$ cat config.mk
export PLATFORM = sky130hd
export DESIGN_NAME = uart_rx_ctrl
export DESIGN_NICKNAME = d
export VERILOG_FILES = /design/src/rtl/uart_rx_ctrl.sv
export SDC_FILE = /design/constraint.sdc
export NUM_CORES = 1
export LEC_CHECK = 0
export CORE_MARGIN = 8
export CORE_UTILIZATION = 30
export DETAILED_ROUTE_END_ITERATION = 6
export SETUP_SLACK_MARGIN = 0.2
export SLEW_MARGIN = 40
export SYNTH_ARGS = -nofsm -noshare
export SYNTH_HDL_FRONTEND = slang
export SYNTH_SLANG_ARGS = --single-unit
$ cat constraint.sdc
create_clock -name CLK -period 3.45 [get_ports CLK]
set_clock_uncertainty 0.15 [all_clocks]
set_input_delay 0.5175 -clock CLK [delete_from_list [all_inputs] [get_ports CLK]]
set_output_delay 0.5175 -clock CLK [all_outputs]
set_load 0.02 [all_outputs]
$ cat src/rtl/uart_rx_ctrl.sv
// uart_rx_ctrl: frame-level UART receive controller.
// Detects the start edge, paces the oversampling edge counter, deserialises
// LSB-first data from the voted sample, checks optional parity and the stop
// bit, and presents good bytes on P_DATA with a one-cycle Data_Valid pulse.
module uart_rx_ctrl #(
  parameter int DATA_WIDTH = 8
) (
  input  logic                  CLK,
  input  logic                  RST,
  input  logic                  RX_IN,
  input  logic [7:0]            Prescale,
  input  logic                  PAR_EN,
  input  logic                  PAR_TYP,
  input  logic                  Sampled_Bit,
  output logic                  Sample_En,
  output logic [7:0]            Edge_Cnt,
  output logic [DATA_WIDTH-1:0] P_DATA,
  output logic                  Data_Valid,
  output logic                  Par_Err,
  output logic                  Stop_Err,
  output logic                  Busy
);

  typedef enum logic [2:0] {
    IDLE   = 3'd0,
    START  = 3'd1,
    DATA   = 3'd2,
    PARITY = 3'd3,
    STOP   = 3'd4
  } state_t;

  localparam logic [3:0] LAST_BIT = 4'(DATA_WIDTH - 1);

  state_t                state;
  state_t                next_state;
  logic                  active_q;
  logic [7:0]            presc_q;
  logic                  par_en_q;
  logic                  par_typ_q;
  logic [3:0]            bit_cnt;
  logic [DATA_WIDTH-1:0] shift_q;
  logic                  perr_q;

  logic                  bit_end;
  logic                  par_exp;
  logic                  dv_d;
  logic                  perr_d;
  logic                  serr_d;

  // The last oversample edge of a bit is where every frame decision is made.
  assign bit_end = (state != IDLE) && (Edge_Cnt == (presc_q - 8'd1));
  assign par_exp = par_typ_q ? ~^shift_q : ^shift_q;

  // Sample_En and Busy are the same registered "not idle" flag.
  assign Sample_En = active_q;
  assign Busy      = active_q;

  // Next-state and flag-pulse decode.
  always_comb begin
    // NOTE: every output of this block gets a default first, so no path can
    // leave one unassigned and infer a latch.
    next_state = state;
    dv_d       = 1'b0;
    perr_d     = 1'b0;
    serr_d     = 1'b0;
    unique case (state)
      IDLE: begin
        if (!RX_IN) next_state = START;
      end
      START: begin
        // A start bit that votes high was a glitch: drop it silently.
        if (bit_end) next_state = Sampled_Bit ? IDLE : DATA;
      end
      DATA: begin
        if (bit_end && (bit_cnt == LAST_BIT)) next_state = par_en_q ? PARITY : STOP;
      end
      PARITY: begin
        if (bit_end) begin
          perr_d     = (Sampled_Bit != par_exp);
          next_state = STOP;
        end
      end
      STOP: begin
        if (bit_end) begin
          serr_d     = ~Sampled_Bit;
          dv_d       = Sampled_Bit & ~perr_q;
          next_state = IDLE;
        end
      end
      default: next_state = IDLE;
    endcase
  end

  // State register plus the registered "frame in progress" flag.
  always_ff @(posedge CLK or negedge RST) begin
    if (!RST) begin
      state    <= IDLE;
      active_q <= 1'b0;
    end else begin
      // NOTE: sequential state uses non-blocking assignments so every flop
      // in the design samples the values from before this edge.
      state    <= next_state;
      active_q <= (next_state != IDLE);
    end
  end

  // Edge counter: held at 0 while idle, wraps at the latched Prescale-1.
  always_ff @(posedge CLK or negedge RST) begin
    if (!RST) begin
      Edge_Cnt <= 8'd0;
    end else if ((state == IDLE) || (next_state == IDLE) || bit_end) begin
      Edge_Cnt <= 8'd0;
    end else begin
      Edge_Cnt <= Edge_Cnt + 8'd1;
    end
  end

  // Frame configuration is captured once per frame, on the start edge.
  always_ff @(posedge CLK or negedge RST) begin
    if (!RST) begin
      presc_q   <= 8'd0;
      par_en_q  <= 1'b0;
      par_typ_q <= 1'b0;
    end else if ((state == IDLE) && !RX_IN) begin
      presc_q   <= Prescale;
      par_en_q  <= PAR_EN;
      par_typ_q <= PAR_TYP;
    end
  end

  // Deserialiser: each data bit enters at the MSB so the first (LSB) bit
  // ends up in bit 0 after DATA_WIDTH shifts.
  always_ff @(posedge CLK or negedge RST) begin
    if (!RST) begin
      bit_cnt <= 4'd0;
      shift_q <= '0;
    end else if (bit_end) begin
      if (state == START) begin
        bit_cnt <= 4'd0;
      end else if (state == DATA) begin
        bit_cnt <= bit_cnt + 4'd1;
        shift_q <= {Sampled_Bit, shift_q[DATA_WIDTH-1:1]};
      end
    end
  end

  // Parity error memory: blocks Data_Valid for the rest of this frame only.
  always_ff @(posedge CLK or negedge RST) begin
    if (!RST) begin
      perr_q <= 1'b0;
    end else if (perr_d) begin
      perr_q <= 1'b1;
    end else if ((state == STOP) && bit_end) begin
      perr_q <= 1'b0;
    end
  end

  // Registered one-cycle flag pulses and the output word.
  always_ff @(posedge CLK or negedge RST) begin
    if (!RST) begin
      Data_Valid <= 1'b0;
      Par_Err    <= 1'b0;
      Stop_Err   <= 1'b0;
      P_DATA     <= '0;
    end else begin
      Data_Valid <= dv_d;
      Par_Err    <= perr_d;
      Stop_Err   <= serr_d;
      if (dv_d) P_DATA <= shift_q;
    end
  end

endmodule
Word-level counts from Yosys, hierarchy flattened
Index checks and enable logic that the tools add are counted.
{"block": "totals", "ff_bits": 46, "latch_bits": 0, "ram_bits": 0, "mem_bits_ro": 0, "inputBits": 14, "n_memories": 0}
{"block": "classes", "add_sub_neg": 3, "mul": 0, "div_mod_pow": 0, "n_lt_le_gt_ge": 0, "eq_ne": 7, "shifts": 0, "n_mux": 20, "n_bitwise": 4, "reduce_logical": 17}
{"cell": "$mux W3", "count": 6}
{"cell": "$pmux W3 S5", "count": 1}
{"cell": "$mux W1", "count": 9}
{"cell": "$add A8 B1 Y8 const B", "count": 1}
{"cell": "$eq A8 B8 Y1", "count": 1}
{"cell": "$mux W4", "count": 2}
{"cell": "$mux W8", "count": 1}
{"cell": "$reduce_xnor A8 Y1", "count": 1}
{"cell": "$reduce_xor A8 Y1", "count": 1}
{"cell": "$sub A8 B1 Y8 const B", "count": 1}
{"cell": "$eq A3 B2 Y1 const B", "count": 2}
{"cell": "$logic_not A3 Y1", "count": 2}
{"cell": "$reduce_bool A3 Y1", "count": 2}
{"cell": "$add A4 B1 Y4 const B", "count": 1}
{"cell": "$eq A4 B3 Y1 const B", "count": 1}
{"cell": "$logic_and A1 B1 Y1", "count": 4}
{"cell": "$reduce_bool A2 Y1", "count": 2}
{"cell": "$eq A3 B1 Y1 const B", "count": 1}
{"cell": "$eq A3 B3 Y1 const B", "count": 1}
{"cell": "$not A1 Y1", "count": 3}
{"cell": "$reduce_and A3 Y1", "count": 1}
{"cell": "$logic_or A1 B1 Y1", "count": 2}
{"cell": "$mux W2", "count": 1}
{"cell": "$reduce_and A2 Y1", "count": 1}
{"cell": "3 further kinds", "count": 3}

Longest topological paths before layout
Gate-level depths: netlist of run 1.
{"block": "logic_depth", "depth_word": 10, "ltp_mapped": 9}

Worst setup path before layout of run 1
OpenSTA, ideal clock, no wires.
{"block": "synth_timing", "path_kind": "register -> register", "startpoint": "register presc_q[0]", "endpoint": "register P_DATA[0]", "setup_ns": 0.125, "t_arrival_ns": 2.464, "slack_ns": 0.711, "path_stages_with_launch": 10, "synth_period_minus_slack_ns": 2.739, "cell_sequence": "dfrtp_1 > inv_1 > ha_1 > o21bai_1 > a2111oi_0 > a311o_2 > o2111ai_4 > nor4bb_2 > buf_6 > mux2_4"}
{"block": "synth_between", "elab_chain_cells": 5}
{"item": "start: declaration", "line": "37", "source": "logic [7:0] presc_q;"}
{"item": "start signal: assignment", "line": "125", "source": "presc_q <= Prescale;"}
{"item": "$sub A8 B1 Y8", "line": "51", "source": "assign bit_end = (state != IDLE) && (Edge_Cnt == (presc_q - 8'd1));"}
{"item": "$eq A8 B8 Y1", "line": "51"}
{"item": "$logic_and A1 B1 Y1", "line": "51"}
{"item": "$mux W1", "line": "84", "source": "if (bit_end) begin"}
{"item": "$mux W1", "line": "66", "source": "unique case (state)"}
{"item": "named net dv_d", "line": "46", "source": "logic dv_d;"}
{"item": "end signal: assignment", "line": "169", "source": "if (dv_d) P_DATA <= shift_q;"}
{"item": "end: declaration", "line": "17", "source": "output logic [DATA_WIDTH-1:0] P_DATA,"}
The timed path passes the listed nets, and every way through them passes these cells.
A chain may end at the register's enable or synchronous reset.

Final worst setup path of run 1
{"block": "layout_timing", "startpoint": "register presc_q[0]", "endpoint": "register P_DATA[7]"}
{"block": "layout_between", "elab_chain_cells": 5}
{"item": "$sub A8 B1 Y8", "line": "51"}
{"item": "$eq A8 B8 Y1", "line": "51"}
{"item": "$logic_and A1 B1 Y1", "line": "51"}
{"item": "$mux W1", "line": "84"}
{"item": "$mux W1", "line": "66"}
Every way passes these cells.

==> results.md, run 1 <==
- Hold WC Path Type: primary input to async pin
- WP data arrival: 3.12 ns
- Yosys warns: 0
- Period minus WS final: 3.08 ns
- WL final: 5.13 mm
- Synth Instances: 208
- Area of the die: 11200 µm²
- Fill cell count: 786
- Die Y: 106 µm
- Post-DRT Antenna Nets: 0
- Clock transition at the registers of the reported paths: 0.09 ns
- FMAX: 324 MHz
- Syn Nets: 225
- Worst Setup SP: presc_q[0]
- Async set-or-reset flop fraction in the synthesized netlist: 1.00
- Met1 Use GR: 0.126
- Die Width: 106 µm
- Run status: completed
- Int Pwr: 1340 µW
- I/O pins: 35
- Final Max Slew Viols: 0
- Unrepaired setup endpoints after global routing: false
- Worst-path cell chain: inv_1, ha_1, o21bai_1, a2111oi_0, a311o_2, o2111ai_4, nor4bb_2, buf_4, mux2_4
- Grt met2 use: 0.143
- Top cell family by delay on the critical path: compound AO/OA/AOI/OAI gates
- Clk root buf: clkbuf_8
- Clock Latency Late Sink: 0.30 ns
- Dpl hpwl: 3.64 mm
- Critical path class: flip-flop to flip-flop
- Proportion of netlist area held by the largest area contributor: 0.478
- Cell taking the most area after synthesis: dfrtp_1
- Clock tree buffer depth: 2
- Slew HR: 0.608
- Mapped cell area: 2410 µm²
- First-pass GRT wire length: 8.74 mm
- Sequential fraction of the synthesis area: 0.478
- Starting DRT DRC Count: 67
- Initial antenna violation count: 0
- RePlAce Congestion: 0.788
- Max IR drop VDD: 299 µV
- #FFs+latches synth: 46
- Vias in the first global route: 1727
- TritonCTS buffer count: 5
- Seq pwr share: 0.403
- Number of flops mapped to enable cells by yosys: 0
- CP peak stage delay: 0.45 ns
- Hold_ws: 0.0703 ns
- Main synth FF type: dfrtp_1
- CP bufs+invs: 2
- Area Overhead vs Synth: 22.3%
- First drt pass iteration count: 4
- Vias post-DR: 1657
- Reg-to-Reg Start: presc_q[0]
- Worst slew pin tran: 0.584 ns
- Total power: 2270 µW
- Startpoint Class: flip-flop
- Initial cell density of the core: 0.310
- Global route total overflow: 0
- Total GRT Usage: 0.0952
- Pwr dens: 770 nW/µm²
- Largest net degree at the start of global routing: 47
- Worst EP required: 3.49 ns
- Max capacitance violation total: 0
- Drt wl/cell: 14.8 µm
- N_diodes: 0
- CTS tree: done
- Final Hold Viols: 0
- Slowest cell on crit path: dfrtp_1
- Clock Sinks: 46
- Drt drc: 0
- Rows: 32
- Total negative setup slack: 0 ns
- Leak: 0.00125 µW
- Critical Path End Type: flip-flop
- Power share of the combinational group: 0.439
- Final nets: 260
- Worst Path Max Fanout: 18
- Final Setup Violations: 0
- Clk pwr share: 0.158
- CTS HTree Levels: 2
- Switch Pwr: 931 µW
- Core Box Area: 7770 µm²
- Synth area leaders: dfrtp_1 48%, xnor2_1 5.1%, mux2_4 5.0%
- Most Used Layer, Global Route: met2
- Via density: 4.79
- Layout cells sized above 1: 0.148
- Synth unique cells: 47
- Syn_area_per_cell: 11.6 µm²
- Sw Share: 0.410
- Met3 Use GR: 0.0292
- Quantity of I/O buffers inserted on ports: 34
- Fin crit share: 0.894
-- state kept, by name, indices dropped and copies added (netlist names) --
register    cells
shift_q         8
Busy            1
Par_Err         1
perr_q          1
bit_cnt         4
presc_q         8
par_en_q        1
Data_Valid      1
state           3
Edge_Cnt        8
par_typ_q       1
Stop_Err        1
P_DATA          8
-- cell families after synthesis --
logic type / synth area share
DFF: 0.478
muxes: 0.129
AOI/OAI and AO/OA: 0.105
and+or+nand+nor: 0.152
adders and majority gates: 0.0156
xor gates and xnor gates: 0.0909
buffers and inverters: 0.0296
-- worst paths after layout --
path,to,slack [ns],cells past startpoint
min in group CLK,P_DATA[4],0.37,1
max in group asynchronous,Edge_Cnt[0],2.69,1
max,P_DATA[7],0.37,9
min,bit_cnt[1],0.07,1
max reg2reg,P_DATA[7],0.37,9
min reg2reg,P_DATA[4],0.37,1
-- what timing repair did --
item / CTS / global route
hold buffers: 0 / 0
endpoints found under the setup margin: 0 / 4
buffers inserted: 0 / 0
resized for setup: 0 / 0
-- synth_stat cells, types with 3 or more instances --
master / n
ha_1: 3
nor4_1: 4
clkbuf_1: 5
and3_1: 3
xnor2_1: 14
a21oi_1: 3
nor2_1: 16
nand2b_1: 6
mux2_4: 8
dfrtp_1: 46
mux2_2: 9
inv_1: 7
nand3_1: 11
nor3_1: 3
o21ai_0: 6
xor2_1: 11
nand2_1: 7
mux2_1: 8
-- power groups by stage --
| stage | clock, µW | combinational [µW] | sequential [µW] |
|---|---|---|---|
| floorplan | 0 | 754 | 892 |
| global placement | 0 | 990 | 922 |
| detailed placement | 0 | 1010 | 927 |
| CTS | 367 | 1010 | 917 |
| global route | 389 | 1110 | 949 |
| finish | 359 | 996 | 915 |
-- area by class of cell --
type	count	area, µm²	share of cell area
clock buffer	7	86.3	0.0293
clock inverter	1	8.76	0.00297
inverter	7	26.3	0.00892
multi-input combinational	147	1190	0.405
sequential	46	1150	0.391
tap	102	128	0.0433
timing repair buffer	36	353	0.120
-- layer usage --
layer | share of wire | vias up | wire, µm
met1 | 0.48 | 813 | 2480
li1 | - | 803 | -
met5 | 0 | - | 0
met3 | 0.051 | 6 | 263
met4 | 0.013 | 0 | 66
met2 | 0.45 | 35 | 2320
-- layout by cell type, fill, tap and decap left out, types with 3 or more instances in the layout --
| cell type | count |
|---|---|
| mux2_1 | 8 |
| inv_1 | 7 |
| nand2b_1 | 6 |
| mux2_4 | 8 |
| clkbuf_8 | 6 |
| ha_1 | 3 |
| mux2_2 | 9 |
| a21oi_1 | 3 |
| nand3_1 | 11 |
| nor3_1 | 3 |
| nor2_1 | 16 |
| clkdlybuf4s50_1 | 33 |
| dfrtp_1 | 46 |
| nand2_1 | 7 |
| and3_1 | 3 |
| xor2_1 | 11 |
| buf_4 | 3 |
| nor4_1 | 3 |
| o21ai_0 | 6 |
| xnor2_1 | 14 |
-- through the flow --
step | instances | instance area, µm² | worst slack (ns) | utilization
floorplan | 208 | 2410 | 0.711 | -
global placement | 338 | 2850 | 0.434 | 0.367
detailed placement | 338 | 2850 | 0.346 | 0.367
CTS | 346 | 2950 | 0.329 | 0.379
global route | 346 | 2950 | 0.202 | 0.379
finish | 346 | 2950 | 0.366 | 0.379
Note: power is estimated with default switching activity, not from simulation.
==> run 2, diff against run 1 <==
Settings changed: CORE_MARGIN 8 to 2, RECOVER_POWER from default to 100.
==> results.md, run 2 (same netlist as run 1, synthesis figures left out) <==
- Die Y: 93.6 µm (-11%)
- Global route total overflow: 0 (unchanged)
- Final Max Slew Viols: 47 (+47)
- Drt wl/cell: 14.2 µm (-4.0%)
- Critical Path End Type: flip-flop
- Worst slew pin tran: 2.46 ns (+1.87 ns)
- Worst Path Max Fanout: 9 (-9)
- CTS tree: done
- Violated checks: capacitance limit, slew limit
- WP data arrival: 3.06 ns (-0.06 ns)
- Leak: 0.00129 µW (+3.2%)
- Startpoint Class: flip-flop
- First drt pass iteration count: 4 (unchanged)
- Hold WC Path Type: flip-flop to flip-flop
- Slew HR: -0.638 (-1.25)
- Area of the die: 8770 µm² (-21%)
- Worst EP required: 3.49 ns (about the same)
- Int Pwr: 1300 µW (-3.1%)
- Clk root buf: clkbuf_8
- Layout cells sized above 1: 0.106 (-0.0414)
- Final core utilization: 0.374 (-0.00580)
- Postcts setup bufs: 0 (unchanged)
- Die Width: 93.6 µm (-11%)
- Final Setup Violations: 0 (unchanged)
- Clk pwr share: 0.154 (-0.004)
- Pwr dens: 769 nW/µm² (-0.21%)
- TritonCTS buffer count: 5 (unchanged)
- Dpl hpwl: 3.46 mm (-5.0%)
- Vias post-DR: 1716 (+3.6%)
- Seq pwr share: 0.410 (+0.007)
- Unrepaired setup endpoints after global routing: false
- Hold_ws: 0.350 ns (+0.279 ns)
- Initial antenna violation count: 0 (unchanged)
- Rows: 32 (unchanged)
- Starting DRT DRC Count: 91 (+36%)
- Quantity of I/O buffers inserted on ports: 34 (unchanged)
- Clock transition at the registers of the reported paths: 0.09 ns (about the same)
- WL final: 4.94 mm (-3.8%)
- Power share of the combinational group: 0.436 (-0.003)
- Clock Latency Late Sink: 0.31 ns (about the same)
- N_diodes: 0 (unchanged)
- Vias in the first global route: 1722 (-0.29%)
- Clock tree buffer depth: 2 (unchanged)
- RePlAce Congestion: 0.730 (-7.3%)
- Drt drc: 0 (unchanged)
- Max capacitance violation total: 1 (+1)
- I/O pins: 35 (unchanged)
- Final nets: 261 (+0.38%)
- Total negative setup slack: 0 ns (unchanged)
- Via density: 4.95 (+3.3%)
- Fin crit share: 0.875 (-0.0186)
- Max IR drop VDD: 259 µV (-13%)
- Period minus WS final: 3.02 ns (-0.0641 ns)
- Clock Sinks: 46 (unchanged)
- Post-DRT Antenna Nets: 0 (unchanged)
- Core Box Area: 7770 µm² (unchanged)
- Total GRT Usage: 0.123 (+0.0282)
- Most common cell after layout, fill and taps aside: dfrtp_1
- Run status: finished with violations
- Switch Pwr: 933 µW (+0.18%)
- Largest net degree at the start of global routing: 47 (unchanged)
- Final Hold Viols: 0 (unchanged)
- Critical path class: flip-flop to flip-flop
- Initial cell density of the core: 0.310 (unchanged)
- Sw Share: 0.418 (+0.00799)
- CTS HTree Levels: 2 (unchanged)
- Area Overhead vs Synth: 20.4%
- FMAX: 331 MHz (+2.1%)
- CTS resizes: 0 (unchanged)
- Post-cts hold buffer count: 0 (unchanged)
- First-pass GRT wire length: 8.41 mm (-3.7%)
- Commonest non-fill, non-tap cells in the layout: 46 x dfrtp_1, 21 x dlygate4sd3_1, 16 x nor2_1, 16 x mux2_1, 14 x xnor2_1
[run 2: through the flow]
stage	power [µW]	setup slack, ns	std cells	area (µm²)
after floorplan	1650	0.711	208	2410
after global placement	1910	0.594	339	2860
after detailed placement	1930	0.445	339	2860
after CTS	2280	0.417	347	2950
after global routing	2410	0.183	347	2900
final	2230	0.430	347	2900
[run 2: worst paths after layout]
check                      startpoint          to  slack (ns)  cells after the start
setup / recovery           presc_q[0]   P_DATA[5]        0.43                      9
min in group asynchronous         RST   P_DATA[1]        0.81                      1
hold / removal              P_DATA[1]   P_DATA[1]        0.35                      1
max in group asynchronous         RST  bit_cnt[0]        0.96                      1
hold reg to reg             P_DATA[1]   P_DATA[1]        0.35                      1
setup reg to reg           presc_q[0]   P_DATA[5]        0.43                      9
[run 2: cell type report]
type                            count  area, µm²
Clock buffer                        5       68.8
Clock inverter                      3       21.3
Fill cell                         797       4870
Inverter                            7       26.3
Multi-Input combinational cell    147       1150
Sequential cell                    46       1150
Tap cell                          102        128
Timing Repair Buffer               37        353
[run 2: layer usage]
layer / part of all wire / routed length, µm / GRT usage
met1: 0.48 / 2390 / 0.165
met2: 0.45 / 2220 / 0.192
met3: 0.054 / 268 / 0.0395
met4: 0.012 / 57 / 0.0362
met5: 0 / 0 / 0
[run 2: power groups by stage]
stage          logic (µW)  registers (µW)  clock network [µW]
2_1_floorplan         754             892                   0
3_3_place_gp          987             927                   0
3_5_place_dp         1000             930                   0
4_1_cts              1010             921                 356
5_1_grt              1090             950                 376
6_report              972             915                 343
[run 2: critical path: stages, from the launching register on]
cell and delay [ns]:
dfrtp_1 0.45, inv_1 0.08, ha_1 0.29, o21bai_1 0.19, a2111oi_0 0.46, a311o_2 0.23, o2111ai_4 0.19, nor4bb_2 0.30
buf_4 0.22, mux2_1 0.34
==> run 3, diff against run 2 <==
Settings changed: CORE_UTILIZATION 30 to 50, PLACE_DENSITY from default to 0.74, SETUP_SLACK_MARGIN 0.2 to default.
==> results.md, run 3 (same netlist as run 1, synthesis figures left out) <==
- Hold WC Path Type: flip-flop to flip-flop
- Layout cells sized above 1: 0.0984 (-0.00776)
- Final Max Slew Viols: 47 (unchanged)
- Slew HR: -0.565 (+0.0727)
- Clock tree buffer depth: 2 (unchanged)
- Violated checks: capacitance limit, slew limit
- Critical Path End Type: flip-flop
- Max capacitance violation total: 1 (unchanged)
- TritonCTS buffer count: 5 (unchanged)
- Total negative setup slack: 0 ns (unchanged)
- Final Setup Violations: 0 (unchanged)
- Final core utilization: 0.606 (+0.232)
- Hold Startpoint: P_DATA[3]
- Global route total overflow: 0 (unchanged)
- WP data arrival: 3.08 ns (+0.02 ns)
- Drt wl/cell: 14.9 µm (+5.0%)
- Most common cell after layout, fill and taps aside: dfrtp_1
- Worst Setup SP: presc_q[0]
- Largest net degree at the start of global routing: 47 (unchanged)
- Reg-to-Reg Start: presc_q[0]
- Initial antenna violation count: 0 (unchanged)
- Core Box Area: 4690 µm² (-40%)
- Vias in the first global route: 1561 (-9.3%)
- WL final: 4.45 mm (-9.8%)
- Commonest non-fill, non-tap cells in the layout: 46 x dfrtp_1, 21 x dlygate4sd3_1, 17 x mux2_1, 16 x nor2_1, 14 x xnor2_1
- Worst Path Max Fanout: 18 (+9)
- Via density: 5.47 (+11%)
- Final Hold Viols: 0 (unchanged)
- Total GRT Usage: 0.182 (+0.0588)
- Area Overhead vs Synth: 18.0%
- Unrepaired setup endpoints after global routing: false
- Clock Latency Late Sink: 0.29 ns (-0.02 ns)
- Die Width: 73.4 µm (-22%)
- Worst Hold End: P_DATA[3]
- Postcts setup bufs: 0 (unchanged)
- Slowest cell on crit path: dfrtp_1
- Clock Sinks: 46 (unchanged)
- FMAX: 329 MHz (-0.79%)
- Worst slew pin tran: 2.35 ns (-0.109 ns)
- Reg2reg end: P_DATA[6]
- Quantity of I/O buffers inserted on ports: 34 (unchanged)
- N_diodes: 0 (unchanged)
- Initial cell density of the core: 0.514 (+0.203)
- Starting DRT DRC Count: 99 (+8.8%)
- Startpoint Class: flip-flop
- Hold depth: 1 (unchanged)
- Run status: finished with violations
- First-pass GRT wire length: 7.45 mm (-11%)
- Final nets: 260 (-0.38%)
- Area of the die: 5390 µm² (-38%)
- Post-cts hold buffer count: 0 (unchanged)
- RePlAce Congestion: 0.823 (+13%)
- Critical path class: flip-flop to flip-flop
- Worst-path cell chain: inv_1, ha_1, o21bai_1, a2111oi_0, a311o_2, o2111ai_4, nor4bb_2, buf_4, mux2_1
- CTS HTree Levels: 2 (unchanged)
- CP peak stage delay: 0.44 ns (-0.02 ns)
- Fin crit share: 0.882 (+0.00695)
- Pwr dens: 784 nW/µm² (+2.0%)
- I/O pins: 35 (unchanged)
- CTS tree: done
- R2R depth: 9 (unchanged)
- CTS resizes: 0 (unchanged)
- Post-DRT Antenna Nets: 0 (unchanged)
- Die Y: 73.4 µm (-22%)
- Period minus WS final: 3.04 ns (+0.0240 ns)
- First drt pass iteration count: 5 (+1)
- Rows: 25 (-22%)
- Leak: 0.00129 µW (about the same)
- Dpl hpwl: 3.18 mm (-8.1%)
- Vias post-DR: 1629 (-5.1%)
- Clock transition at the registers of the reported paths: 0.09 ns (about the same)
- Drt drc: 0 (unchanged)
- Clk root buf: clkbuf_8
- Worst EP required: 3.48 ns (about the same)
- R2r setup slk: 0.41 ns (-0.02 ns)
- Max IR drop VDD: 352 µV (+36%)
==> run 3: cell count changes in the layout (fill, tap and decap cells not counted), sizes merged <==
cell,previous run,this run
buf,2,1
clkbuf,7,8
clkinv,2,0
inv,7,8
==> run 3: where the power goes <==
| part | internal, µW | switching, µW |
|---|---|---|
| Combinational | 469 | 498 |
| Clock | 165 | 185 |
| Sequential | 682 | 230 |
==> run 3: cell type report <==
class	count	area [µm²]
fill	390	1850
multi-input combinational	147	1150
inverter	7	26.3
tap	54	67.6
timing repair buffer	36	345
clock buffer	6	82.6
sequential	46	1150
clock inverter	2	16.3
==> run 3: worst max-delay path by stage <==
stage | end | slack (ns) | cells past startpoint
finish | P_DATA[6] | 0.41 | 9
global route | P_DATA[2] | 0.19 | 9
CTS | P_DATA[3] | 0.37 | 9
detailed placement | P_DATA[5] | 0.39 | 9
global placement | P_DATA[5] | 0.45 | 9
floorplan | P_DATA[0] | 0.71 | 9
==> run 3: metrics by stage <==
step | total power [µW] | instance area [µm²] | setup WS (ns) | hold WS, ns | instances
finish | 2230 | 2840 | 0.406 | 0.340 | 298
global route | 2400 | 2840 | 0.190 | 0.367 | 298
CTS | 2280 | 2890 | 0.372 | 0.0756 | 298
detailed placement | 1930 | 2790 | 0.391 | 0.342 | 290
global placement | 1900 | 2790 | 0.452 | 0.354 | 290
floorplan | 1650 | 2410 | 0.711 | 0.0719 | 208
==> run 3: worst max-delay path, delay by kind of cell, from the launching register on <==
family,cells,cell delay [ns]
AND/OR/NAND/NOR,1,0.33
adder cells (fa/ha/maj),1,0.29
AO/OA/AOI/OAI,4,1.07
buffers and inverters,2,0.30
flip-flops,1,0.44
multiplexers,1,0.34
==> run 3: routing by layer <==
layer / vias up / share of wire / global-route usage
li1: 809 / - / -
met2: 33 / 0.48 / 0.294
met1: 781 / 0.46 / 0.231
met5: - / 0 / 0
met4: 0 / 0.018 / 0.0808
met3: 6 / 0.039 / 0.0466
